**config.mk**
```make
export PLATFORM = sky130hd
export DESIGN_NAME = branch_predictor
export DESIGN_NICKNAME = d
export VERILOG_FILES = /design/src/rtl/branch_predictor.sv
export SDC_FILE = /design/constraint.sdc
export NUM_CORES = 1
export LEC_CHECK = 0
export ABC_CLOCK_PERIOD_IN_PS = 4370
export BUFFER_PORTS_ARGS = -buffer_cell sky130_fd_sc_hd__buf_4
export CORE_UTILIZATION = 45
export DETAILED_ROUTE_END_ITERATION = 6
export GPL_ROUTABILITY_DRIVEN = 0
export PLACE_DENSITY = 0.7
export SLEW_MARGIN = 20
export SYNTH_ARGS = -nofsm -noshare
export SYNTH_HDL_FRONTEND = slang
export SYNTH_SLANG_ARGS = --single-unit
export TNS_END_PERCENT = 30
```
**constraint.sdc**
```tcl
create_clock -name Clk -period 4.37 [get_ports Clk]
set_input_delay 0.2185 -clock Clk [delete_from_list [all_inputs] [get_ports Clk]]
set_output_delay 0.2185 -clock Clk [all_outputs]
set_load 0.01 [all_outputs]
```
**src/rtl/branch_predictor.sv**
```systemverilog
// rtl/branch_predictor.sv - BTB plus 2-bit PHT next-PC predictor with bimodal/gshare indexing,
// a one-entry-per-cycle table flush and saturating lookup/mispredict statistics.
module branch_predictor #(
    parameter int WORD_SIZE = 16,
    parameter int ENTRIES   = 16,
    parameter int HIST_BITS = 4,
    parameter int MODE      = 0
) (
    input  logic                 Clk,
    input  logic                 Reset_N,
    input  logic                 if_valid,
    input  logic [WORD_SIZE-1:0] if_pc,
    output logic                 pred_hit,
    output logic                 pred_taken,
    output logic [WORD_SIZE-1:0] pred_target,
    input  logic                 upd_valid,
    input  logic [WORD_SIZE-1:0] upd_pc,
    input  logic                 upd_is_cond,
    input  logic                 upd_taken,
    input  logic [WORD_SIZE-1:0] upd_target,
    input  logic                 upd_mispredict,
    input  logic                 flush_req,
    output logic                 busy,
    output logic [WORD_SIZE-1:0] lookup_count,
    output logic [WORD_SIZE-1:0] mispredict_count
);

    localparam int IDX   = $clog2(ENTRIES);
    localparam int TAG_W = WORD_SIZE - IDX;

    typedef enum logic {
        S_IDLE,
        S_CLEAR
    } state_e;

    state_e                 state_q, state_d;
    logic [IDX-1:0]         clr_idx_q, clr_idx_d;
    logic [HIST_BITS-1:0]   ghr_q, ghr_d;
    logic [WORD_SIZE-1:0]   lookup_count_q, lookup_count_d;
    logic [WORD_SIZE-1:0]   mispredict_count_q, mispredict_count_d;

    logic [ENTRIES-1:0]     valid_q;
    logic [1:0]             pht_q    [ENTRIES];
    logic [TAG_W-1:0]       tag_q    [ENTRIES];
    logic [WORD_SIZE-1:0]   target_q [ENTRIES];
    logic                   is_cond_q[ENTRIES];

    logic                   ghr_clear;
    logic                   upd_en;
    logic [IDX-1:0]         upd_idx;
    logic [IDX-1:0]         upd_pidx;
    logic [TAG_W-1:0]       upd_tag;
    logic [1:0]             pht_cur;
    logic [1:0]             pht_new;

    logic [IDX-1:0]         lk_idx;
    logic [IDX-1:0]         lk_pidx;
    logic [TAG_W-1:0]       lk_tag;
    logic [WORD_SIZE-1:0]   fall_through;

    // gshare folds the global history into the low PC bits; bimodal ignores it
    function automatic logic [IDX-1:0] pht_index(input logic [WORD_SIZE-1:0] pc,
                                                 input logic [HIST_BITS-1:0] hist);
        logic [IDX-1:0] base;
        base = pc[IDX-1:0];
        if (MODE == 1) begin
            return base ^ IDX'(hist);
        end
        return base;
    endfunction

    assign busy = (state_q == S_CLEAR);

    always_comb begin
        state_d   = state_q;
        clr_idx_d = clr_idx_q;
        ghr_clear = 1'b0;
        case (state_q)
            S_IDLE: begin
                if (flush_req) begin
                    state_d   = S_CLEAR;
                    clr_idx_d = '0;
                end
            end
            S_CLEAR: begin
                if (flush_req) begin
                    clr_idx_d = '0;
                end else if (clr_idx_q == IDX'(ENTRIES - 1)) begin
                    state_d   = S_IDLE;
                    clr_idx_d = '0;
                    ghr_clear = 1'b1;
                end else begin
                    clr_idx_d = clr_idx_q + 1'b1;
                end
            end
            default: begin
                state_d   = S_IDLE;
                clr_idx_d = '0;
            end
        endcase
    end

    always_comb begin
        upd_en   = upd_valid && !busy;
        upd_idx  = upd_pc[IDX-1:0];
        upd_tag  = upd_pc[WORD_SIZE-1:IDX];
        upd_pidx = pht_index(upd_pc, ghr_q);
        pht_cur  = pht_q[upd_pidx];
        pht_new  = pht_cur;
        if (upd_taken && (pht_cur != 2'b11)) begin
            pht_new = pht_cur + 2'd1;
        end else if (!upd_taken && (pht_cur != 2'b00)) begin
            pht_new = pht_cur - 2'd1;
        end
    end

    always_comb begin
        ghr_d = ghr_q;
        if (ghr_clear) begin
            ghr_d = '0;
        end else if (upd_en && upd_is_cond) begin
            ghr_d = (ghr_q << 1) | HIST_BITS'(upd_taken);
        end
    end

    always_comb begin
        lookup_count_d     = lookup_count_q;
        mispredict_count_d = mispredict_count_q;
        if (if_valid && !busy && (lookup_count_q != '1)) begin
            lookup_count_d = lookup_count_q + 1'b1;
        end
        if (upd_en && upd_mispredict && (mispredict_count_q != '1)) begin
            mispredict_count_d = mispredict_count_q + 1'b1;
        end
    end

    always_ff @(posedge Clk or posedge Reset_N) begin
        if (Reset_N) begin
            state_q            <= S_IDLE;
            clr_idx_q          <= '0;
            ghr_q              <= '0;
            lookup_count_q     <= '0;
            mispredict_count_q <= '0;
        end else begin
            state_q            <= state_d;
            clr_idx_q          <= clr_idx_d;
            ghr_q              <= ghr_d;
            lookup_count_q     <= lookup_count_d;
            mispredict_count_q <= mispredict_count_d;
        end
    end

    // Clearing and training never collide: updates are dropped while busy
    always_ff @(posedge Clk or posedge Reset_N) begin
        if (Reset_N) begin
            valid_q <= '0;
            for (int i = 0; i < ENTRIES; i++) begin
                pht_q[i] <= 2'b01;
            end
        end else if (busy) begin
            valid_q[clr_idx_q] <= 1'b0;
            pht_q[clr_idx_q]   <= 2'b01;
        end else if (upd_valid) begin
            if (upd_is_cond) begin
                pht_q[upd_pidx] <= pht_new;
            end
            if (upd_taken) begin
                valid_q[upd_idx] <= 1'b1;
            end
        end
    end

    // Entry payload is qualified by valid_q, so it needs no reset
    always_ff @(posedge Clk) begin
        if (upd_en && upd_taken) begin
            tag_q[upd_idx]     <= upd_tag;
            target_q[upd_idx]  <= upd_target;
            is_cond_q[upd_idx] <= upd_is_cond;
        end
    end

    always_comb begin
        lk_idx       = if_pc[IDX-1:0];
        lk_tag       = if_pc[WORD_SIZE-1:IDX];
        lk_pidx      = pht_index(if_pc, ghr_q);
        fall_through = if_pc + WORD_SIZE'(1);
        pred_hit     = !busy && valid_q[lk_idx] && (tag_q[lk_idx] == lk_tag);
        pred_taken   = pred_hit && (!is_cond_q[lk_idx] || pht_q[lk_pidx][1]);
        pred_target  = pred_taken ? target_q[lk_idx] : fall_through;
    end

    assign lookup_count     = lookup_count_q;
    assign mispredict_count = mispredict_count_q;

endmodule

```
==> results.rst, run 1 <==
.. list-table::
   :header-rows: 1

   * - Metric
     - Value
   * - Max-cap violation count
     - 0
   * - Biggest area contributors in the synthesized netlist
     - sky130_fd_sc_hd__edfxtp_1 (61%), sky130_fd_sc_hd__mux4_2 (12%), sky130_fd_sc_hd__dfrtp_1 (7.5%)
   * - Number of port buffers
     - 106
   * - Avg Inst Size Synth
     - 18.1 sq um
   * - Starting density of the core
     - 0.456
   * - Pwr dens
     - 415 nW/um^2
   * - Worst Hold Path Cells
     - 5
   * - Clock Root Buffer
     - sky130_fd_sc_hd__clkbuf_16
   * - Pre-CTS setup slack
     - 606 ps
   * - Post-synthesis cell type with the largest combined area
     - sky130_fd_sc_hd__edfxtp_1
   * - Utilization after layout
     - 0.533
   * - Gate power share
     - 0.058
   * - Most common flop cell mapped by yosys
     - sky130_fd_sc_hd__edfxtp_1
   * - Die width
     - 227 um
   * - Count of antenna-violating nets left after detailed routing
     - 0
   * - Global-route wire length before repair
     - 78800 um
   * - Fraction of the yosys area taken by sequential cells
     - 0.703
   * - Count of clock tree sinks
     - 549
   * - Area fraction of the dominant cell type after synthesis
     - 0.609
   * - Power Internal
     - 8.69 mW
   * - HP Class
     - in2reg
   * - Proportion of register bits with asynchronous set or reset after synthesis
     - 0.155
   * - Power share of the clock group
     - 0.425
   * - Seq cells post-synth
     - 549
   * - Post-synth net total
     - 1329
   * - Storage cell area
     - 16100 sq um
   * - Post-CTS Setup Repair Bufs
     - 0
   * - Critical path type
     - reg2out
   * - Mux share of post-synthesis cell area
     - 0.163
   * - Synthesized netlist cell count
     - 1264
   * - Ports placed on the boundary
     - 107
   * - Antenna violations before repair
     - 2
   * - Run status
     - completed
   * - Syn. warnings
     - 0
   * - CP Max Fanout
     - 16
   * - Detailed Routing Iterations Pass 1
     - 5
   * - Routed wire per std cell
     - 24.6 um
   * - Data arrival time of the worst path
     - 3740 ps
   * - Number of levels the H-tree was split into
     - 2
   * - Most frequent cells after synthesis
     - sky130_fd_sc_hd__edfxtp_1 (464), sky130_fd_sc_hd__mux4_2 (119), sky130_fd_sc_hd__nand2_1 (84)
   * - Final-layout worst hold slack
     - 54.8 ps
   * - Count of non-filler cells in the finished layout
     - 2157
   * - Via-to-Cell Ratio
     - 5.72
   * - Core region area
     - 50200 sq um
   * - XOR/XNOR share of the synthesized area
     - 0.0230
   * - Overall Global Routing Usage
     - 0.210
   * - Clock Pin Slew Worst Setup and Hold Paths
     - 60 ps
   * - Synth cell types
     - 64
   * - Largest net degree at the start of global routing
     - 63
   * - Kind of capture point of the worst setup path
     - output port
   * - Vias in the first global route
     - 12586
   * - Number of hold violations in the final report
     - 0
   * - Sum of negative setup slack
     - 0 ps
   * - Wire length after detailed routing
     - 53000 um
   * - Endpoint with the worst hold slack
     - lookup_count[2]
   * - Worst-margin pin slew
     - 912 ps
   * - Proportion of total power due to net switching
     - 0.215
   * - Max Buffers Root-to-Sink
     - 3
   * - Post-layout worst setup margin
     - 409 ps
   * - Overflow left after global routing
     - 0
   * - RSZ-0062 raised after global routing
     - false
   * - Ratio of cells with drive above 1 in the final layout
     - 0.270
   * - Post-route DRC violation count
     - 0
   * - Clock tree from TritonCTS
     - done
   * - Simple-Gate Fraction of Synth Area
     - 0.0564
   * - Clock buffer count from CTS
     - 54
   * - Time the final worst path needs with I/O delays and setup
     - 3960 ps
   * - Layout overhead on the synthesized area
     - 16.8%
   * - Share of the synthesized area in compound gates (AO/OA/AOI/OAI)
     - 0.0297
   * - Detailed router's first-iteration violation count
     - 1209
   * - Peak clock frequency supported by timing
     - 252 MHz
   * - Origin of the critical flop-to-flop path
     - pht_q[17]
   * - Area of the mapped netlist
     - 22900 sq um
   * - Register-to-register setup slack
     - 1220 ps
   * - Final count of negative-setup-slack endpoints
     - 0
   * - Area taken by multi-input logic gates
     - 6460 sq um
   * - Die area
     - 51700 sq um
   * - Count of cells along the worst register-to-register path
     - 9
   * - Vias post-DR
     - 12342
   * - Height of the chip
     - 227 um
   * - Kind of start point of the critical path
     - flop
   * - Standard cell area after detailed placement
     - 24500 sq um
   * - Start point of the worst hold path
     - if_valid
   * - Worst VDD drop
     - 0.360 mV
   * - Count of nets after finishing
     - 1503
   * - Synth Area in Adders
     - 0.00492
   * - Inst Count DP
     - 2018
   * - Required time of the critical path
     - 4150 ps
   * - Headroom to the max-slew limit
     - 0.391
   * - Cell with the most instances after synthesis
     - sky130_fd_sc_hd__edfxtp_1
   * - NetSw
     - 2.39 mW
   * - Fin area
     - 26700 sq um
   * - Worst R2R End
     - pht_q[3]
   * - Largest clock skew in the final design
     - 51.4 ps
   * - Number of enable-type register cells in the synthesized netlist
     - 464
   * - Number of fill cells in the layout
     - 3911
   * - Main combinational cell family by area after synthesis
     - multiplexers
   * - Final number of max-transition violations
     - 0
   * - Post-DP HPWL
     - 30600 um
   * - Clock insertion delay at the later pin of the skew report
     - 630 ps
   * - Count of standard-cell rows
     - 82
   * - Fraction of power consumed by sequential logic
     - 0.517
   * - Final worst-path cycle share
     - 0.906
   * - Leakage power total
     - 9.41 nW
   * - Total design power
     - 11.1 mW
critical path: stages (launching register included):
cell and delay, ps:
sky130_fd_sc_hd__edfxtp_1 380, sky130_fd_sc_hd__mux4_1 510, sky130_fd_sc_hd__mux4_2 490, sky130_fd_sc_hd__xnor2_1 230, sky130_fd_sc_hd__nand3_1 140, sky130_fd_sc_hd__nor3b_2 270
sky130_fd_sc_hd__nand4_4 460, sky130_fd_sc_hd__mux2_4 470, sky130_fd_sc_hd__buf_4 140
registers in the layout, summed over array words and instances, names as in the netlist:
signal,cells
clr_idx_q,4
tag_q,192
is_cond_q,16
lookup_count,16
target_q,256
busy,1
valid_q,16
mispredict_count,16
pht_q,32
repair_timing:
| action | in CTS | in global routing |
|---|---|---|
| endpoints found under the hold margin | 507 | 0 |
| gates resized for setup | 0 | 0 |
| hold buffers | 36 | 0 |
| endpoints found under the setup margin | 0 | 0 |
cells by family (layout without fill, tap and decap cells):
family          after synthesis  after routing
compound gates               99             99
xor+xnor                     60             60
fa+ha+maj                     9              9
buf+inv                      79            299
flops                       549            549
mux                         207            207
other cells                   0              1
simple gates                261            261
cell usage in the layout (no fill, tap or decap), types with 17 or more instances in the layout:
cell type	instances
sky130_fd_sc_hd__nand2_1	84
sky130_fd_sc_hd__inv_1	17
sky130_fd_sc_hd__clkinv_1	18
sky130_fd_sc_hd__xor2_1	19
sky130_fd_sc_hd__clkbuf_16	54
sky130_fd_sc_hd__buf_4	140
sky130_fd_sc_hd__mux2i_1	57
sky130_fd_sc_hd__nor2_1	42
sky130_fd_sc_hd__o21ai_0	21
sky130_fd_sc_hd__mux4_2	119
sky130_fd_sc_hd__dlygate4sd3_1	36
sky130_fd_sc_hd__edfxtp_1	464
sky130_fd_sc_hd__xnor2_1	41
sky130_fd_sc_hd__nand3_1	29
sky130_fd_sc_hd__dfrtp_1	69
how the worst max path moves through the flow:
stage,from,end,cells past startpoint
global placement,if_pc[1],pred_target[10],9
finish,tag_q[3][11],pred_target[7],8
detailed placement,if_pc[1],pred_target[7],9
floorplan,upd_pc[1],is_cond_q[12],3
global route,tag_q[13][11],pred_target[8],8
CTS,tag_q[3][11],pred_target[7],8
area by class of cell:
class | instances | area share
tap | 672 | 0.0315
timing repair buffer | 179 | 0.0544
inverter | 18 | 0.00258
antenna | 1 | 0.0000936
multi-input combinational | 636 | 0.242
clock buffer | 67 | 0.0524
sequential | 549 | 0.602
clock inverter | 35 | 0.0154
power by group through the flow:
stage,Clock [mW],Combinational [mW],Sequential (mW)
final,4.71,0.647,5.73
after global routing,4.96,0.700,5.73
after CTS,4.78,0.650,5.73
after detailed placement,0,0.622,5.83
after global placement,0,0.611,5.83
after floorplan,0,0.397,5.83
per-layer routing:
layer  share of wire  track usage  wire length, um
met1            0.42        0.285            22200
met2            0.50        0.346            26400
met3           0.057       0.0365             3030
met4           0.026       0.0634             1400
met5         0.00023            0               12
Note: power is estimated with default switching activity, not from simulation.
==> inputs of run 2 (changes only) <==
--- a/config.mk
+++ b/config.mk
@@ -10,7 +10,7 @@
 export CORE_UTILIZATION = 45
 export DETAILED_ROUTE_END_ITERATION = 6
 export GPL_ROUTABILITY_DRIVEN = 0
-export PLACE_DENSITY = 0.7
+export PLACE_DENSITY = 0.69
 export SLEW_MARGIN = 20
 export SYNTH_ARGS = -nofsm -noshare
 export SYNTH_HDL_FRONTEND = slang
==> results.rst, run 2 (synthesized netlist as in run 1, its figures left out) <==
.. list-table::
   :header-rows: 1

   * - Metric
     - Value
   * - RSZ-0062 raised after global routing
     - false (unchanged)
   * - Global-route wire length before repair
     - 79800 um (was 78800 um)
   * - Final worst-path cycle share
     - 0.856 (was 0.906)
   * - Most Frequent Cell on Critical Path
     - sky130_fd_sc_hd__buf_4
   * - Die area
     - 51700 sq um (unchanged)
   * - Starting density of the core
     - 0.456 (unchanged)
   * - Worst-margin pin slew
     - 833 ps (was 912 ps)
   * - Ratio of cells with drive above 1 in the final layout
     - 0.276 (was 0.270)
   * - Data arrival time of the worst path
     - 3520 ps (was 3740 ps)
   * - Overflow left after global routing
     - 0 (unchanged)
   * - Clock Root Buffer
     - sky130_fd_sc_hd__clkbuf_16 (unchanged)
   * - Headroom to the max-slew limit
     - 0.443 (was 0.391)
   * - Diode count
     - 0 (was 1)
   * - Wire length after detailed routing
     - 54100 um (was 53000 um)
   * - Top Family by Delay on Critical Path
     - multiplexers (unchanged)
   * - Clock Pin Slew Worst Setup and Hold Paths
     - 60 ps (about the same)
   * - Height of the chip
     - 227 um (unchanged)
   * - Start point of the worst hold path
     - upd_pc[2] (was if_valid)
   * - Detailed router's first-iteration violation count
     - 1184 (was 1209)
   * - Run status
     - completed (unchanged)
   * - Register containing the most flip-flops in the final layout
     - target_q (unchanged)
   * - Worst path cell trace
     - mux4_1 > mux4_2 > xnor2_1 > nand3_1 > nor3b_2 > nand4_4 > buf_4 > mux2_4 > buf_4 (was mux4_1 > mux4_2 > xnor2_1 > nand3_1 > nor3b_2 > nand4_4 > mux2_4 > buf_4)
   * - Post_cts resized
     - 0 (unchanged)
   * - Time the final worst path needs with I/O delays and setup
     - 3740 ps (was 3960 ps)
   * - Final number of max-transition violations
     - 0 (unchanged)
   * - Final count of negative-setup-slack endpoints
     - 0 (unchanged)
   * - HP Class
     - in2reg (unchanged)
   * - Count of nets after finishing
     - 1502 (was 1503)
   * - Critical path type
     - reg2out (unchanged)
   * - Leading cell type in the layout, fill and taps excluded
     - sky130_fd_sc_hd__edfxtp_1 (unchanged)
   * - Post-route DRC violation count
     - 0 (unchanged)
   * - Antenna violations before repair
     - 1 (was 2)
   * - Largest clock skew in the final design
     - 20.5 ps (was 51.4 ps)
   * - Routed wire per std cell
     - 25.1 um (was 24.6 um)
   * - Required time of the critical path
     - 4150 ps (about the same)
   * - Origin of the critical flop-to-flop path
     - pht_q[17] (unchanged)
   * - Top library cells by usage in the layout, fill and taps aside
     - sky130_fd_sc_hd__edfxtp_1 (464), sky130_fd_sc_hd__buf_4 (140), sky130_fd_sc_hd__mux4_2 (119), sky130_fd_sc_hd__nand2_1 (84), sky130_fd_sc_hd__dfrtp_1 (69) (unchanged)
   * - Ports placed on the boundary
     - 107 (unchanged)
   * - Clock insertion delay at the later pin of the skew report
     - 620 ps (was 630 ps)
   * - CP Max Fanout
     - 16 (unchanged)
   * - Number of hold violations in the final report
     - 0 (unchanged)
   * - Slowest-stage cell, CP
     - sky130_fd_sc_hd__mux4_1 (unchanged)
   * - Layout overhead on the synthesized area
     - 16.9% (was 16.8%)
   * - Largest net degree at the start of global routing
     - 61 (was 63)
   * - Max Buffers Root-to-Sink
     - 3 (unchanged)
   * - Count of clock tree sinks
     - 549 (unchanged)
   * - Number of flip-flops in the largest register
     - 256 (unchanged)
   * - Peak clock frequency supported by timing
     - 267 MHz (was 252 MHz)
   * - Number of levels the H-tree was split into
     - 2 (unchanged)
   * - CP max stage delay
     - 490 ps (was 510 ps)
   * - Count of antenna-violating nets left after detailed routing
     - 0 (unchanged)
   * - Total design power
     - 11.2 mW (was 11.1 mW)
   * - Kind of capture point of the worst setup path
     - output port (unchanged)
   * - Vias post-DR
     - 12366 (was 12342)
   * - Max-cap violation count
     - 0 (unchanged)
   * - Number of port buffers
     - 106 (unchanged)
   * - Detailed Routing Iterations Pass 1
     - 5 (unchanged)
   * - Core region area
     - 50200 sq um (unchanged)
   * - Die width
     - 227 um (unchanged)
   * - Utilization after layout
     - 0.533 (about the same)
   * - Kind of start point of the critical path
     - flop (unchanged)
   * - Worst VDD drop
     - 0.334 mV (was 0.360 mV)
   * - Post-DP HPWL
     - 31600 um (was 30600 um)
   * - Crit path buf inv count
     - 2 (was 1)
   * - Clock tree from TritonCTS
     - done (unchanged)
   * - Overall Global Routing Usage
     - 0.214 (was 0.210)
   * - Crit path launch
     - tag_q[1][11] (was tag_q[3][11])
   * - Leakage power total
     - 9.44 nW (was 9.41 nW)
   * - Sum of negative setup slack
     - 0 ps (unchanged)
   * - Pwr dens
     - 418 nW/um^2 (was 415 nW/um^2)
   * - Via-to-Cell Ratio
     - 5.74 (was 5.72)
   * - Leading registers by flop count
     - target_q (256), tag_q (192), pht_q (32) (unchanged)
   * - Count of standard-cell rows
     - 82 (unchanged)
   * - Clock buffer count from CTS
     - 55 (was 54)
   * - Vias in the first global route
     - 12573 (was 12586)
[run 2: cell count changes in the layout (fill, tap and decap cells not counted)]
cell | previous run | this run
sky130_fd_sc_hd__clkinvlp_2 | 0 | 1
sky130_fd_sc_hd__clkinv_1 | 18 | 11
sky130_fd_sc_hd__clkinvlp_4 | 2 | 0
sky130_fd_sc_hd__diode_2 | 1 | 0
sky130_fd_sc_hd__clkinv_2 | 5 | 11
sky130_fd_sc_hd__clkinv_16 | 3 | 1
sky130_fd_sc_hd__inv_16 | 0 | 1
sky130_fd_sc_hd__buf_12 | 1 | 2
sky130_fd_sc_hd__clkbuf_1 | 13 | 12
sky130_fd_sc_hd__inv_4 | 0 | 1
sky130_fd_sc_hd__clkbuf_8 | 0 | 1
sky130_fd_sc_hd__clkbuf_16 | 54 | 56
sky130_fd_sc_hd__inv_6 | 0 | 1
sky130_fd_sc_hd__dlygate4sd3_1 | 36 | 33
[run 2: where the power goes]
group          internal, mW  total (mW)  switching (mW)
Clock                  2.79        4.79            2.00
Sequential             5.70        5.73          0.0244
Combinational         0.287       0.659           0.372
Total                  8.78        11.2            2.39
[run 2: tightest hold or removal path: cells and delay by family]
family	cells	cell delay, ps
simple gates	1	110
mux	1	120
buf+inv	1	150
[run 2: cell type report]
type	count	area, sq um
clock buffer	69	1460
clock inverter	34	379
fill	3895	23400
inverter	18	70.1
multi-input combinational	636	6460
sequential	549	16100
tap	672	841
timing repair buffer	177	1440
[run 2: routing by layer]
metal,track usage,wire length [um],share of wire
met3,0.0467,4240,0.078
met5,0,12,0.00022
met4,0.0563,1160,0.021
met1,0.291,21900,0.41
met2,0.350,26700,0.49
[run 2: path summary, 6_finish.rpt]
check | cells past startpoint | endpoint | slack (ps)
min in group asynchronous | 3 | clr_idx_q[2] | 310
min | 3 | pht_q[25] | 30
min reg2reg | 1 | valid_q[8] | 480
max | 9 | pred_target[6] | 630
max reg2reg | 9 | pht_q[5] | 1270
max in group asynchronous | 4 | pht_q[8] | 3190
[run 2: repair_timing]
action                                 4_1_cts  5_1_grt
endpoints found under the hold margin      518        0
hold buffers                                33        0
setup buffers                                0        0
[run 2: per-stage QoR]
step	worst slack (ps)	std cells	hold WS, ps	instance area, sq um
2_1_floorplan	262	1264	282	22900
3_3_place_gp	912	2019	410	24600
3_5_place_dp	871	2019	414	24600
4_1_cts	562	2155	2.72	26700
5_1_grt	508	2155	38.8	26700
6_report	631	2155	31.8	26700
